[config.mk]
export PLATFORM = sky130hd
export DESIGN_NAME = pwm_duty_sched
export DESIGN_NICKNAME = d
export VERILOG_FILES = /design/src/rtl/pwm_duty_sched.sv
export SDC_FILE = /design/constraint.sdc
export NUM_CORES = 1
export LEC_CHECK = 0
export CAP_MARGIN = 20
export CORE_MARGIN = 3
export CORE_UTILIZATION = 36
export CTS_CLUSTER_DIAMETER = 60
export DETAILED_ROUTE_END_ITERATION = 10
export DONT_BUFFER_PORTS = 1
export GPL_ROUTABILITY_DRIVEN = 1
export PLACE_DENSITY = 0.58
export SLEW_MARGIN = 20
export SYNTH_ARGS = -nofsm -noshare
export SYNTH_HDL_FRONTEND = slang
export SYNTH_SLANG_ARGS = --single-unit
[constraint.sdc]
create_clock -name clk -period 5.75 [get_ports clk]
set_clock_uncertainty 0.15 [all_clocks]
set_input_delay 0.575 -clock clk [delete_from_list [all_inputs] [get_ports clk]]
set_output_delay 0.575 -clock clk [all_outputs]
set_load 0.05 [all_outputs]
[src/rtl/pwm_duty_sched.sv]
`default_nettype none
// ============================================================================
// Module  : pwm_duty_sched
// Brief   : Arbitrates duty-cycle requests and slew-limits the shared PWM duty.
//           Define PWM_SCHED_FIXED_PRIO_EN for fixed-priority arbitration.
// Revision: 1.0
// ============================================================================
module pwm_duty_sched #(
  parameter int NREQ        = 2,
  parameter int PERIOD_CLKS = 256,
  parameter int STEP        = 1
) (
  input  logic                                   clk,
  input  logic                                   clr,
  input  logic [NREQ-1:0]                        req_valid,
  input  logic [8*NREQ-1:0]                      req_duty,
  output logic [NREQ-1:0]                        req_ready,
  output logic [7:0]                             duty_cycle,
  output logic                                   busy,
  output logic                                   done,
  output logic [((NREQ > 1) ? $clog2(NREQ) : 1)-1:0] grant_id,
  output logic                                   tick
);

  localparam int              c_IW   = (NREQ > 1) ? $clog2(NREQ) : 1;
  localparam int              c_CW   = $clog2(PERIOD_CLKS);
  localparam logic [c_CW-1:0] c_LAST = c_CW'(PERIOD_CLKS - 1);
  localparam logic [8:0]      c_STEP = 9'(STEP);

  typedef enum logic [0:0] {
    S_IDLE = 1'b0,
    S_RAMP = 1'b1
  } state_t;

  state_t          r_state;
  state_t          w_state_nxt;
  logic [c_CW-1:0] r_cnt;
  logic [7:0]      r_duty;
  logic [7:0]      r_target;
  logic            r_busy;
  logic            r_done;
  logic [c_IW-1:0] r_grant;

  logic            w_tick;
  logic            w_gnt_any;
  logic [c_IW-1:0] w_gnt_idx;
  logic            w_xfer;
  logic [7:0]      w_req_duty;
  logic            w_up;
  logic [8:0]      w_diff;
  logic [7:0]      w_step;
  logic [7:0]      w_next_duty;

  // Free-running period counter; explicit wrap keeps non-power-of-two periods exact.
  always_ff @(posedge clk) begin
    if (clr) begin
      r_cnt <= '0;
    end else if (w_tick) begin
      r_cnt <= '0;
    end else begin
      r_cnt <= r_cnt + 1'b1;
    end
  end

  assign w_tick = (r_cnt == c_LAST);

  function automatic logic [c_IW-1:0] f_wrap(input int v);
    return c_IW'((v >= NREQ) ? (v - NREQ) : v);
  endfunction

`ifdef PWM_SCHED_FIXED_PRIO_EN
  always_comb begin
    w_gnt_any = 1'b0;
    w_gnt_idx = '0;
    for (int k = NREQ - 1; k >= 0; k--) begin
      if (req_valid[k]) begin
        w_gnt_any = 1'b1;
        w_gnt_idx = c_IW'(k);
      end
    end
  end
`else
  logic [c_IW-1:0] r_rr;

  // Scan downward so the requester closest to the pointer is assigned last and wins.
  always_comb begin
    w_gnt_any = 1'b0;
    w_gnt_idx = '0;
    for (int k = NREQ - 1; k >= 0; k--) begin
      if (req_valid[f_wrap(int'(r_rr) + k)]) begin
        w_gnt_any = 1'b1;
        w_gnt_idx = f_wrap(int'(r_rr) + k);
      end
    end
  end

  always_ff @(posedge clk) begin
    if (clr) begin
      r_rr <= '0;
    end else if (w_xfer) begin
      r_rr <= f_wrap(int'(w_gnt_idx) + 1);
    end
  end
`endif

  assign w_xfer     = !clr && (r_state == S_IDLE) && w_gnt_any;
  assign w_req_duty = req_duty[8*int'(w_gnt_idx) +: 8];

  always_comb begin
    req_ready = '0;
    if (w_xfer) begin
      req_ready[w_gnt_idx] = 1'b1;
    end
  end

  // Slew step: 9-bit distance clamped to STEP, so the update never overshoots or wraps.
  assign w_up        = (r_target > r_duty);
  assign w_diff      = w_up ? ({1'b0, r_target} - {1'b0, r_duty})
                            : ({1'b0, r_duty} - {1'b0, r_target});
  assign w_step      = (w_diff < c_STEP) ? w_diff[7:0] : c_STEP[7:0];
  assign w_next_duty = w_up ? (r_duty + w_step) : (r_duty - w_step);

  always_comb begin
    w_state_nxt = r_state;
    case (r_state)
      S_IDLE: begin
        if (w_xfer && (w_req_duty != r_duty)) begin
          w_state_nxt = S_RAMP;
        end
      end
      S_RAMP: begin
        if (w_tick && (w_next_duty == r_target)) begin
          w_state_nxt = S_IDLE;
        end
      end
      default: w_state_nxt = S_IDLE;
    endcase
  end

  always_ff @(posedge clk) begin
    if (clr) begin
      r_state <= S_IDLE;
    end else begin
      r_state <= w_state_nxt;
    end
  end

  always_ff @(posedge clk) begin
    if (clr) begin
      r_duty   <= '0;
      r_target <= '0;
      r_busy   <= 1'b0;
      r_done   <= 1'b0;
      r_grant  <= '0;
    end else begin
      r_done <= 1'b0;
      case (r_state)
        S_IDLE: begin
          if (w_xfer) begin
            r_target <= w_req_duty;
            r_grant  <= w_gnt_idx;
            if (w_req_duty == r_duty) begin
              r_done <= 1'b1;
            end else begin
              r_busy <= 1'b1;
            end
          end
        end
        S_RAMP: begin
          if (w_tick) begin
            r_duty <= w_next_duty;
            if (w_next_duty == r_target) begin
              r_busy <= 1'b0;
              r_done <= 1'b1;
            end
          end
        end
        default: r_busy <= 1'b0;
      endcase
    end
  end

  assign duty_cycle = r_duty;
  assign busy       = r_busy;
  assign done       = r_done;
  assign grant_id   = r_grant;
  assign tick       = w_tick;

endmodule
`default_nettype wire
After elaboration in Yosys (flattened, before gate mapping):

Index checks and enable logic that the tools add are counted.

* add/subtract/negate cells: 10
* $lt $le $gt $ge: 9
* equality and inequality tests: 8
* shifts and indexed selects: 1
* muxes and demuxes: 30
* bitwise logic cells: 1
* reduce and logical (&&, ||, !) cells: 10

Operators by type and width (count)
* $mux 1: 22
* $sub 8x8->9: 2
* $eq 8x8->1: 2
* $mux 8: 2
* $shiftx 16x5->8: 1
* $lt 9x1->1 const B: 1
* $mux 9: 1
* $add 8x1->8 const B: 1
* $add 8x8->8: 1
* $eq 8x8->1 const B: 1
* $gt 8x8->1: 1
* $ne 8x8->1: 1
* $sub 8x8->8: 1
* $lt 1x2->1 const B: 3
* $pmux 1 s2: 3
* $logic_and 1x1->1: 5
* $add 1x1->2 const B: 2
* $ge 2x2->1 const B: 2
* $ne 2x1->1 const B: 2
* $ne 2x2->1 const B: 2
* $reduce_and 2->1: 2
* $reduce_and 4->1: 1
* $sub 1x1->1 const B: 3
* $ge 1x2->1 const B: 1
* 6 further kinds: 6

* flip-flop bits (word level): 29
* input port bits: 20
* word-level logic and storage cells: 77

Depth between registers and ports, before layout:

Gate-level depths: netlist (run 1).

* depth in word-level cells: 12
* depth in mapped cells: 23
* mapped depth without buffers: 22

Worst setup path before layout (run 1):

OpenSTA, ideal clock, no wires.

* path kind: register to register
* start point: register r_duty[1] (netlist: duty_cycle[1])
* end point: register r_state
* setup time: 67 ps
* arrival: 4784 ps
* path slack: 748 ps
* stages on the path, launching flop included: 22
* path buffers: 0
* cell sequence: dfxtp_1 -> inv_1 -> ha_1 -> nor2b_1 -> o21ai_0 -> a21oi_1 -> o21ai_0 -> mux2i_1 -> o31ai_1 -> a32oi_1 -> o41ai_1 -> ha_1 -> or2_2 -> ha_1 -> a21oi_1 -> nand2_1 -> and2_1 -> o21ai_0 -> a211o_1 -> xnor3_1 -> a21bo_1 -> a21oi_2

* cells in the longest elaborated chain, start to end: 10

Ends and longest elaborated chain
* start: declaration: line 38 `logic [7:0] r_duty;`
* start signal: assignment: line 171 `r_duty <= w_next_duty;`
* $sub 8x8->9 (tied with other cells): line 119 `: ({1'b0, r_duty} - {1'b0, r_target});`
* $mux 9: line 118 `assign w_diff = w_up ? ({1'b0, r_target} - {1'b0, r_duty})`
* $lt 9x1->1: line 120 `assign w_step = (w_diff < c_STEP) ? w_diff[7:0] : c_STEP[7:0];`
* $mux 8: line 120
* $sub 8x8->8 / $add 8x8->8 (equally long branches): line 121 `assign w_next_duty = w_up ? (r_duty + w_step) : (r_duty - w_step);`
* $mux 8: line 121
* $eq 8x8->1: line 132 `if (w_tick && (w_next_duty == r_target)) begin`
* $logic_and 1x1->1: line 132
* $mux 1: line 132
* $pmux 1 s2 *: line 125 `case (r_state)`
* end signal: assignment: line 144 `r_state <= w_state_nxt;`
* end: declaration: line 35 `state_t r_state;`

Every way passes the cells marked *; elsewhere a longest branch is shown, timed or not.
A chain may end at the register's enable or synchronous reset.

Final worst setup path (run 1):

* start point: register r_target[1]
* end point: register r_state

* cells in the longest elaborated chain, start to end: 10

Ends and longest elaborated chain
* start: declaration: line 39 `logic [7:0] r_target;`
* start signal: assignment: line 160 `r_target <= w_req_duty;`
* $sub 8x8->9 (tied with other cells): line 119
* $mux 9: line 118
* $lt 9x1->1: line 120
* $mux 8: line 120
* $sub 8x8->8 / $add 8x8->8 (equally long branches): line 121
* $mux 8: line 121
* $eq 8x8->1 *: line 132
* $logic_and 1x1->1 *: line 132
* $mux 1 *: line 132
* $pmux 1 s2 *: line 125

Marked as above.

==> impl_metrics.env, run 1 <==
export IMPL_run_status="finished clean"
export IMPL_root_buffer="sky130_fd_sc_hd__clkbuf_8"
export IMPL_post_cts_setup_buffers=0
export IMPL_post_synth_edffs=0
export IMPL_drt_pass1_iter_count=4
export IMPL_placeableCoreArea_sq_mm=0.00683
export IMPL_number_of_antenna_violations_at_the_first_check_in_global_routing=0
export IMPL_worstSetupStartpointType="flip-flop"
export IMPL_cts_resized=0
export IMPL_period_needed_ns=5.12
export IMPL_ys_types=57
export IMPL_antennaDiodeCount=0
export IMPL_synth_most_common_cell="sky130_fd_sc_hd__inv_1"
export IMPL_synth_fp_nets=366
export IMPL_overall_track_demand_over_capacity_in_global_routing=0.158
export IMPL_nNetsFinal=370
export IMPL_place_worst_setup_slack_ns=0.717
export IMPL_cts_buffers_inserted=5
export IMPL_synth_top_area_share=0.228
export IMPL_cts_htree_levels=2
export IMPL_numPortBuffers=0
export IMPL_final_instance_area_sq_mm=0.00275
export IMPL_unrepaired_setup_endpoints_after_global_routing="no"
export IMPL_totalNegativeSetupSlack_ns=0
export IMPL_worst_ep_required_time_ns=5.82
export IMPL_drv_cap=0
export IMPL_cts_hold_buffers_added=0
export IMPL_p_leak_nw=1.12
export IMPL_number_of_filler_instances_in_the_final_layout=745
export IMPL_syn_to_final_growth_pct=8.07
export IMPL_worst_setup_path_type="flip-flop to flip-flop"
export IMPL_power_total_w=0.000665
export IMPL_drive_gt1_frac=0.0929
export IMPL_hold_class="input pin to flip-flop"
export IMPL_via_count=2192
export IMPL_layout_core_utilization=0.402
export IMPL_dr_first_iter_drc_count=119
export IMPL_power_per_cell_area_mw_per_mm2=242
export IMPL_final_antenna_net_count=0
export IMPL_synth_area_sq_mm=0.00254
export IMPL_postPlaceCellArea_sq_mm=0.00267
export IMPL_slew_headroom=0.292
export IMPL_clkSlewWorstSetupHoldPaths_ns=0.07
export IMPL_layout_setup_ws_ns=0.626
export IMPL_ys_async_sr_fraction=0
export IMPL_clk_path_buf_depth=2
export IMPL_drc=0
export IMPL_fmaxAchievable_ghz=0.195
export IMPL_gp_congestion=0.865
export IMPL_drt_total_wl_um=6230
export IMPL_worst_setup_path_end_kind="flip-flop"
export IMPL_die_w_um=90.1
export IMPL_cts_num_sinks=29
export IMPL_dp_hpwl_um=5020
export IMPL_average_cell_area_after_synthesis_sq_um=8.00
export IMPL_syn_inst_count=318
export IMPL_finalCritPeriodShare=0.891
export IMPL_finalSetupViolations=0
export IMPL_wl_per_cell_um=14.9
export IMPL_cts_tree="done"
export IMPL_global_route_wire_length_before_repair_um=10400
export IMPL_final_max_slew_violation_count=0
export IMPL_grt_overflow=0
export IMPL_max_vdd_ir_drop_uv=124
export IMPL_die_area_sq_mm=0.00811
export IMPL_yosys_synthesis_warning_count=0
export IMPL_synth_largest_area_cell="sky130_fd_sc_hd__dfxtp_1"
export IMPL_grt_max_degree=27
export IMPL_synth_seq_area_share=0.228
export IMPL_grt_pass1_vias=2035
export IMPL_rows=30
export IMPL_crit_arrival_ns=5.19
export IMPL_top_level_ports=34
export IMPL_ys_ff_latch=29
export IMPL_synth_top_cells_by_count="sky130_fd_sc_hd__inv_1 (32), sky130_fd_sc_hd__nor2_1 (31), sky130_fd_sc_hd__dfxtp_1 (29)"
export IMPL_ys_flop_type="sky130_fd_sc_hd__dfxtp_1"
export IMPL_clock_insertion_delay_worst_skew_ns=0.29
export IMPL_hold_viol_final=0
export IMPL_worst_slew_pin_slew_ns=1.05
export IMPL_cp_max_fo=5
export IMPL_routed_via_density=5.23
export IMPL_synthTopCellsByArea="sky130_fd_sc_hd__dfxtp_1 (23%), sky130_fd_sc_hd__ha_1 (12%), sky130_fd_sc_hd__xnor2_1 (6.5%), sky130_fd_sc_hd__inv_1 (4.7%), sky130_fd_sc_hd__nor2_1 (4.6%)"
export IMPL_die_h_um=90.1
export IMPL_start_util=0.372
## final cells by class
class / instances / area, sq um / area share
clock buffers: 6 / 72.6 / 0.0264
repair buffers: 7 / 52.6 / 0.0191
inverters: 32 / 120 / 0.0437
flip-flops and latches: 29 / 581 / 0.211
multi-input cells: 247 / 1790 / 0.652
well taps: 96 / 120 / 0.0437
clock inverters: 2 / 10.0 / 0.00364
## flip-flops by register name (all words and copies together) (netlist names)
name and flops:
duty_cycle 8, r_rr 1, r_state 1, r_cnt 8, done 1, grant_id 1
busy 1, r_target 8
## cell families (layout without fill, tap and decap cells)
| kind of cell | Yosys count | in the layout | share of synthesized area |
|---|---|---|---|
| other | 1 | 1 | 0.00147 |
| xor gates and xnor gates | 27 | 27 | 0.0984 |
| and+or+nand+nor | 104 | 104 | 0.210 |
| DFF | 29 | 29 | 0.228 |
| adders and majority gates | 28 | 28 | 0.147 |
| AOI/OAI and AO/OA | 77 | 77 | 0.206 |
| muxes | 10 | 10 | 0.0408 |
| buffers and inverters | 42 | 47 | 0.0689 |
## worst paths after layout
kind,slack (ns),to,from,cells after the start
min,0.21,grant_id,clr,1
max reg2reg,0.63,r_state,r_target[1],20
max,0.63,r_state,r_target[1],20
min reg2reg,0.32,r_cnt[0],r_cnt[0],1
## cells in the final DEF, fill, tap and decap left out, types with 2 or more instances in the layout
cell,n
sky130_fd_sc_hd__o21ai_1,2
sky130_fd_sc_hd__a21o_1,4
sky130_fd_sc_hd__and2_1,6
sky130_fd_sc_hd__nand2_1,14
sky130_fd_sc_hd__o21a_1,2
sky130_fd_sc_hd__clkinv_2,2
sky130_fd_sc_hd__o41ai_1,2
sky130_fd_sc_hd__or2_2,4
sky130_fd_sc_hd__a21oi_2,3
sky130_fd_sc_hd__o211ai_1,2
sky130_fd_sc_hd__dfxtp_1,29
sky130_fd_sc_hd__mux2i_1,9
sky130_fd_sc_hd__nor4_1,2
sky130_fd_sc_hd__nor3_1,9
sky130_fd_sc_hd__o21bai_1,2
sky130_fd_sc_hd__buf_4,7
sky130_fd_sc_hd__inv_1,32
sky130_fd_sc_hd__ha_1,25
sky130_fd_sc_hd__a211oi_1,3
sky130_fd_sc_hd__o21ai_0,19
sky130_fd_sc_hd__xnor2_1,19
sky130_fd_sc_hd__fa_1,3
sky130_fd_sc_hd__a211o_1,2
sky130_fd_sc_hd__and3_1,3
sky130_fd_sc_hd__nor2_1,31
sky130_fd_sc_hd__nand3_1,9
sky130_fd_sc_hd__nand3b_1,3
sky130_fd_sc_hd__or3_1,9
sky130_fd_sc_hd__clkbuf_8,5
sky130_fd_sc_hd__xor2_1,7
sky130_fd_sc_hd__a211o_2,2
sky130_fd_sc_hd__a21oi_1,23
sky130_fd_sc_hd__nand4_1,4
## worst max-delay path: stages (launching register included)
cell and delay (ns):
sky130_fd_sc_hd__dfxtp_1 0.49, sky130_fd_sc_hd__ha_1 0.32, sky130_fd_sc_hd__nor2b_1 0.14, sky130_fd_sc_hd__o21ai_0 0.22, sky130_fd_sc_hd__a21oi_1 0.15, sky130_fd_sc_hd__o21ai_0 0.37, sky130_fd_sc_hd__mux2i_1 0.25, sky130_fd_sc_hd__o31ai_1 0.09
sky130_fd_sc_hd__a32oi_1 0.27, sky130_fd_sc_hd__o41ai_1 0.11, sky130_fd_sc_hd__ha_1 0.22, sky130_fd_sc_hd__or2_2 0.30, sky130_fd_sc_hd__ha_1 0.34, sky130_fd_sc_hd__a21oi_1 0.16, sky130_fd_sc_hd__nand2_1 0.10, sky130_fd_sc_hd__and2_1 0.18
sky130_fd_sc_hd__o21ai_0 0.32, sky130_fd_sc_hd__a211o_1 0.24, sky130_fd_sc_hd__xnor3_1 0.34, sky130_fd_sc_hd__a21bo_1 0.19, sky130_fd_sc_hd__a21oi_2 0.13
## metal layers
metal | part of all wire | GRT usage
met5 | 0 | 0
met4 | 0.018 | 0.0536
met3 | 0.054 | 0.0368
met2 | 0.45 | 0.251
met1 | 0.47 | 0.211
## power by group
part | leakage, nW | total [W] | switching, W | internal, W
combinational | 0.838 | 0.000274 | 0.000153 | 0.000121
clock | 0.0450 | 0.000163 | 0.0000796 | 0.0000836
sequential | 0.237 | 0.000228 | 0.0000167 | 0.000211
## stage by stage
stage,std cells,hold WS (ns)
after floorplan,318,0.280
after global placement,411,0.298
after detailed placement,411,0.302
after CTS,419,0.194
after global routing,419,0.187
final,419,0.206
(Power assumes the default switching activity.)
==> run 2, diff against run 1 <==
--- a/config.mk
+++ b/config.mk
@@ -5,6 +5,7 @@
 export SDC_FILE = /design/constraint.sdc
 export NUM_CORES = 1
 export LEC_CHECK = 0
+export ABC_AREA = 1
 export CAP_MARGIN = 20
 export CORE_MARGIN = 3
 export CORE_UTILIZATION = 36
==> run 2 against run 1 <==
Against the previous run:
- register-to-register slack better by 0.26 ns
- clock-buffer cell count is 1 higher
- cell count is 18% higher
- via count is 9.4% higher
- clock power is 33% higher
- power is 15% higher
- critical path depth is 7 higher
- core utilization is 0.40 points higher
- setup slack better by 0.26 ns
- synthesized area is 1.1% higher
- global-route usage is 0.50 points lower
- sequential power hardly changed
- critical endpoint is now busy
- largest cell class unchanged
==> impl_metrics.env, run 2 <==
export IMPL_synth_most_common_cell="sky130_fd_sc_hd__nand2_1"
export IMPL_root_buffer="sky130_fd_sc_hd__clkbuf_8"
export IMPL_wl_per_cell_um=12.4
export IMPL_worst_ep_required_time_ns=5.78
export IMPL_overall_track_demand_over_capacity_in_global_routing=0.153
export IMPL_fmaxAchievable_ghz=0.206
export IMPL_crit_arrival_ns=4.89
export IMPL_cts_htree_levels=2
export IMPL_slew_headroom=0.262
export IMPL_gp_congestion=0.848
export IMPL_cp_max_fo=7
export IMPL_numPortBuffers=0
export IMPL_detail_route_wirelength_met1_um=2960
export IMPL_clkSlewWorstSetupHoldPaths_ns=0.06
export IMPL_nNetsFinal=444
export IMPL_ys_async_sr_fraction=0
export IMPL_clock_insertion_delay_worst_skew_ns=0.28
export IMPL_ys_types=39
export IMPL_start_util=0.374
export IMPL_multi_input_area_sq_mm=0.00172
export IMPL_number_of_filler_instances_in_the_final_layout=723
export IMPL_place_worst_setup_slack_ns=0.928
export IMPL_die_area_sq_mm=0.00820
export IMPL_finalCritPeriodShare=0.846
export IMPL_synthTopCellsByArea="sky130_fd_sc_hd__dfxtp_1 (23%), sky130_fd_sc_hd__nand2_1 (13%), sky130_fd_sc_hd__ha_1 (12%), sky130_fd_sc_hd__inv_1 (8.8%), sky130_fd_sc_hd__nand3_1 (6.0%)"
export IMPL_worst_setup_path_end_kind="flip-flop"
export IMPL_period_needed_ns=4.86
export IMPL_antennaDiodeCount=0
export IMPL_worst_slew_pin_slew_ns=1.11
export IMPL_drv_cap=0
export IMPL_post_cts_setup_buffers=0
export IMPL_rows=30
export IMPL_worst_setup_path_type="flip-flop to flip-flop"
export IMPL_grt_max_degree=19
export IMPL_layout_cells_most_common="sky130_fd_sc_hd__nand2_1"
export IMPL_cts_resized=0
export IMPL_synth_fp_nets=441
export IMPL_crit_path_frequent_cell="sky130_fd_sc_hd__nand2_1"
export IMPL_crit_path_max_incr_delay_ns=0.77
export IMPL_critPathBufInv=2
export IMPL_dp_hpwl_um=5090
export IMPL_number_of_antenna_violations_at_the_first_check_in_global_routing=0
export IMPL_met2_length_um=2780
export IMPL_postPlaceCellArea_sq_mm=0.00268
export IMPL_finalSetupViolations=0
export IMPL_seqCellArea_sq_um=581
export IMPL_via_count=2397
export IMPL_synth_top_area_share=0.226
export IMPL_yosys_synthesis_warning_count=0
export IMPL_final_max_slew_violation_count=0
export IMPL_hold_viol_final=0
export IMPL_wl_met3_um=237
export IMPL_drive_gt1_frac=0.0957
export IMPL_ys_ff_latch=29
export IMPL_most_used_cells_in_the_layout_excluding_fill_and_tap_cells="sky130_fd_sc_hd__nand2_1 (89), sky130_fd_sc_hd__inv_1 (60), sky130_fd_sc_hd__nand3_1 (31)"
export IMPL_final_instance_area_sq_mm=0.00279
export IMPL_max_vdd_ir_drop_uv=149
export IMPL_cell_at_the_slowest_stage_of_the_critical_path="sky130_fd_sc_hd__dfxtp_1"
export IMPL_drt_pass1_iter_count=4
export IMPL_final_antenna_net_count=0
export IMPL_grt_pass1_vias=2309
export IMPL_global_route_wire_length_before_repair_um=10500
export IMPL_clk_path_buf_depth=2
export IMPL_run_status="finished clean"
export IMPL_syn_to_final_growth_pct=8.51
export IMPL_worstSetupStartpointType="flip-flop"
export IMPL_synth_seq_area_share=0.226
export IMPL_layout_setup_ws_ns=0.888
export IMPL_maxUsedRoutingLayer="met4"
export IMPL_cts_hold_buffers_added=0
export IMPL_drc=0
export IMPL_placeableCoreArea_sq_mm=0.00687
export IMPL_p_leak_nw=1.41
export IMPL_drt_total_wl_um=6120
export IMPL_die_w_um=90.5
export IMPL_unrepaired_setup_endpoints_after_global_routing="no"
export IMPL_grt_overflow=0
export IMPL_cts_tree="done"
export IMPL_synth_area_sq_mm=0.00257
export IMPL_cts_buffers_inserted=5
export IMPL_hold_class="input pin to flip-flop"
export IMPL_routed_via_density=4.86
export IMPL_synth_largest_area_cell="sky130_fd_sc_hd__dfxtp_1"
export IMPL_synth_top_cells_by_count="sky130_fd_sc_hd__nand2_1 (89), sky130_fd_sc_hd__inv_1 (60), sky130_fd_sc_hd__nand3_1 (31)"
export IMPL_cp_top_delay_family="simple AND/OR/NAND/NOR gates"
export IMPL_power_per_cell_area_mw_per_mm2=274
export IMPL_post_synth_edffs=0
export IMPL_cts_num_sinks=29
export IMPL_syn_inst_count=393
export IMPL_average_cell_area_after_synthesis_sq_um=6.55
export IMPL_dr_first_iter_drc_count=75
export IMPL_top_level_ports=34
export IMPL_ys_flop_type="sky130_fd_sc_hd__dfxtp_1"
export IMPL_die_h_um=90.5
export IMPL_totalNegativeSetupSlack_ns=0
run 2: cell count changes after synthesis, moves of 6 or more:
cell	change
sky130_fd_sc_hd__nand2_1	+75
sky130_fd_sc_hd__inv_1	+28
sky130_fd_sc_hd__nand3_1	+22
sky130_fd_sc_hd__xnor2_1	-16
sky130_fd_sc_hd__nor2_1	-11
sky130_fd_sc_hd__nand2_2	+10
sky130_fd_sc_hd__or3_1	-9
sky130_fd_sc_hd__a21oi_1	+7
sky130_fd_sc_hd__and2_1	-6
sky130_fd_sc_hd__mux2i_1	-6
sky130_fd_sc_hd__nor3_1	-6
run 2: metrics by stage:
step	power [W]	std cells	hold WS, ns	utilization
floorplan	0.000491	393	0.268	-
global placement	0.000548	485	0.282	0.389
detailed placement	0.000550	485	0.291	0.389
CTS	0.000769	493	0.200	0.406
global route	0.000826	493	0.202	0.406
finish	0.000764	493	0.207	0.406
run 2: final timing paths:
path	from	slack, ns	cells past startpoint	end
max reg2reg	duty_cycle[1]	0.89	27	busy
min reg2reg	r_cnt[0]	0.30	1	r_cnt[0]
max	duty_cycle[1]	0.89	27	busy
min	clr	0.21	1	r_state
run 2: cell families after synthesis:
| logic type | Yosys count | share of synthesized area |
|---|---|---|
| DFF | 29 | 0.226 |
| xor gates and xnor gates | 14 | 0.0477 |
| adders and majority gates | 28 | 0.145 |
| other | 1 | 0.00146 |
| and+or+nand+nor | 177 | 0.311 |
| muxes | 3 | 0.0117 |
| AOI/OAI and AO/OA | 70 | 0.150 |
| buffers and inverters | 71 | 0.107 |
run 2: cell type report:
type,count,area share
Tap cell,96,0.0430
Inverter,65,0.0874
Multi-Input combinational cell,293,0.615
Sequential cell,29,0.208
Clock inverter,1,0.0108
Clock buffer,7,0.0309
Timing Repair Buffer,2,0.00538
run 2: layer usage:
metal,vias up,GRT usage
li1,1275,-
met5,-,0
met2,46,0.262
met3,10,0.0225
met4,0,0.0574
met1,1066,0.194
run 2: power breakdown:
group | total (W) | leakage [nW] | internal (W) | switching, W
Combinational | 0.000318 | 1.12 | 0.000119 | 0.000198
Clock | 0.000217 | 0.0585 | 0.000141 | 0.0000763
Sequential | 0.000229 | 0.237 | 0.000212 | 0.0000170
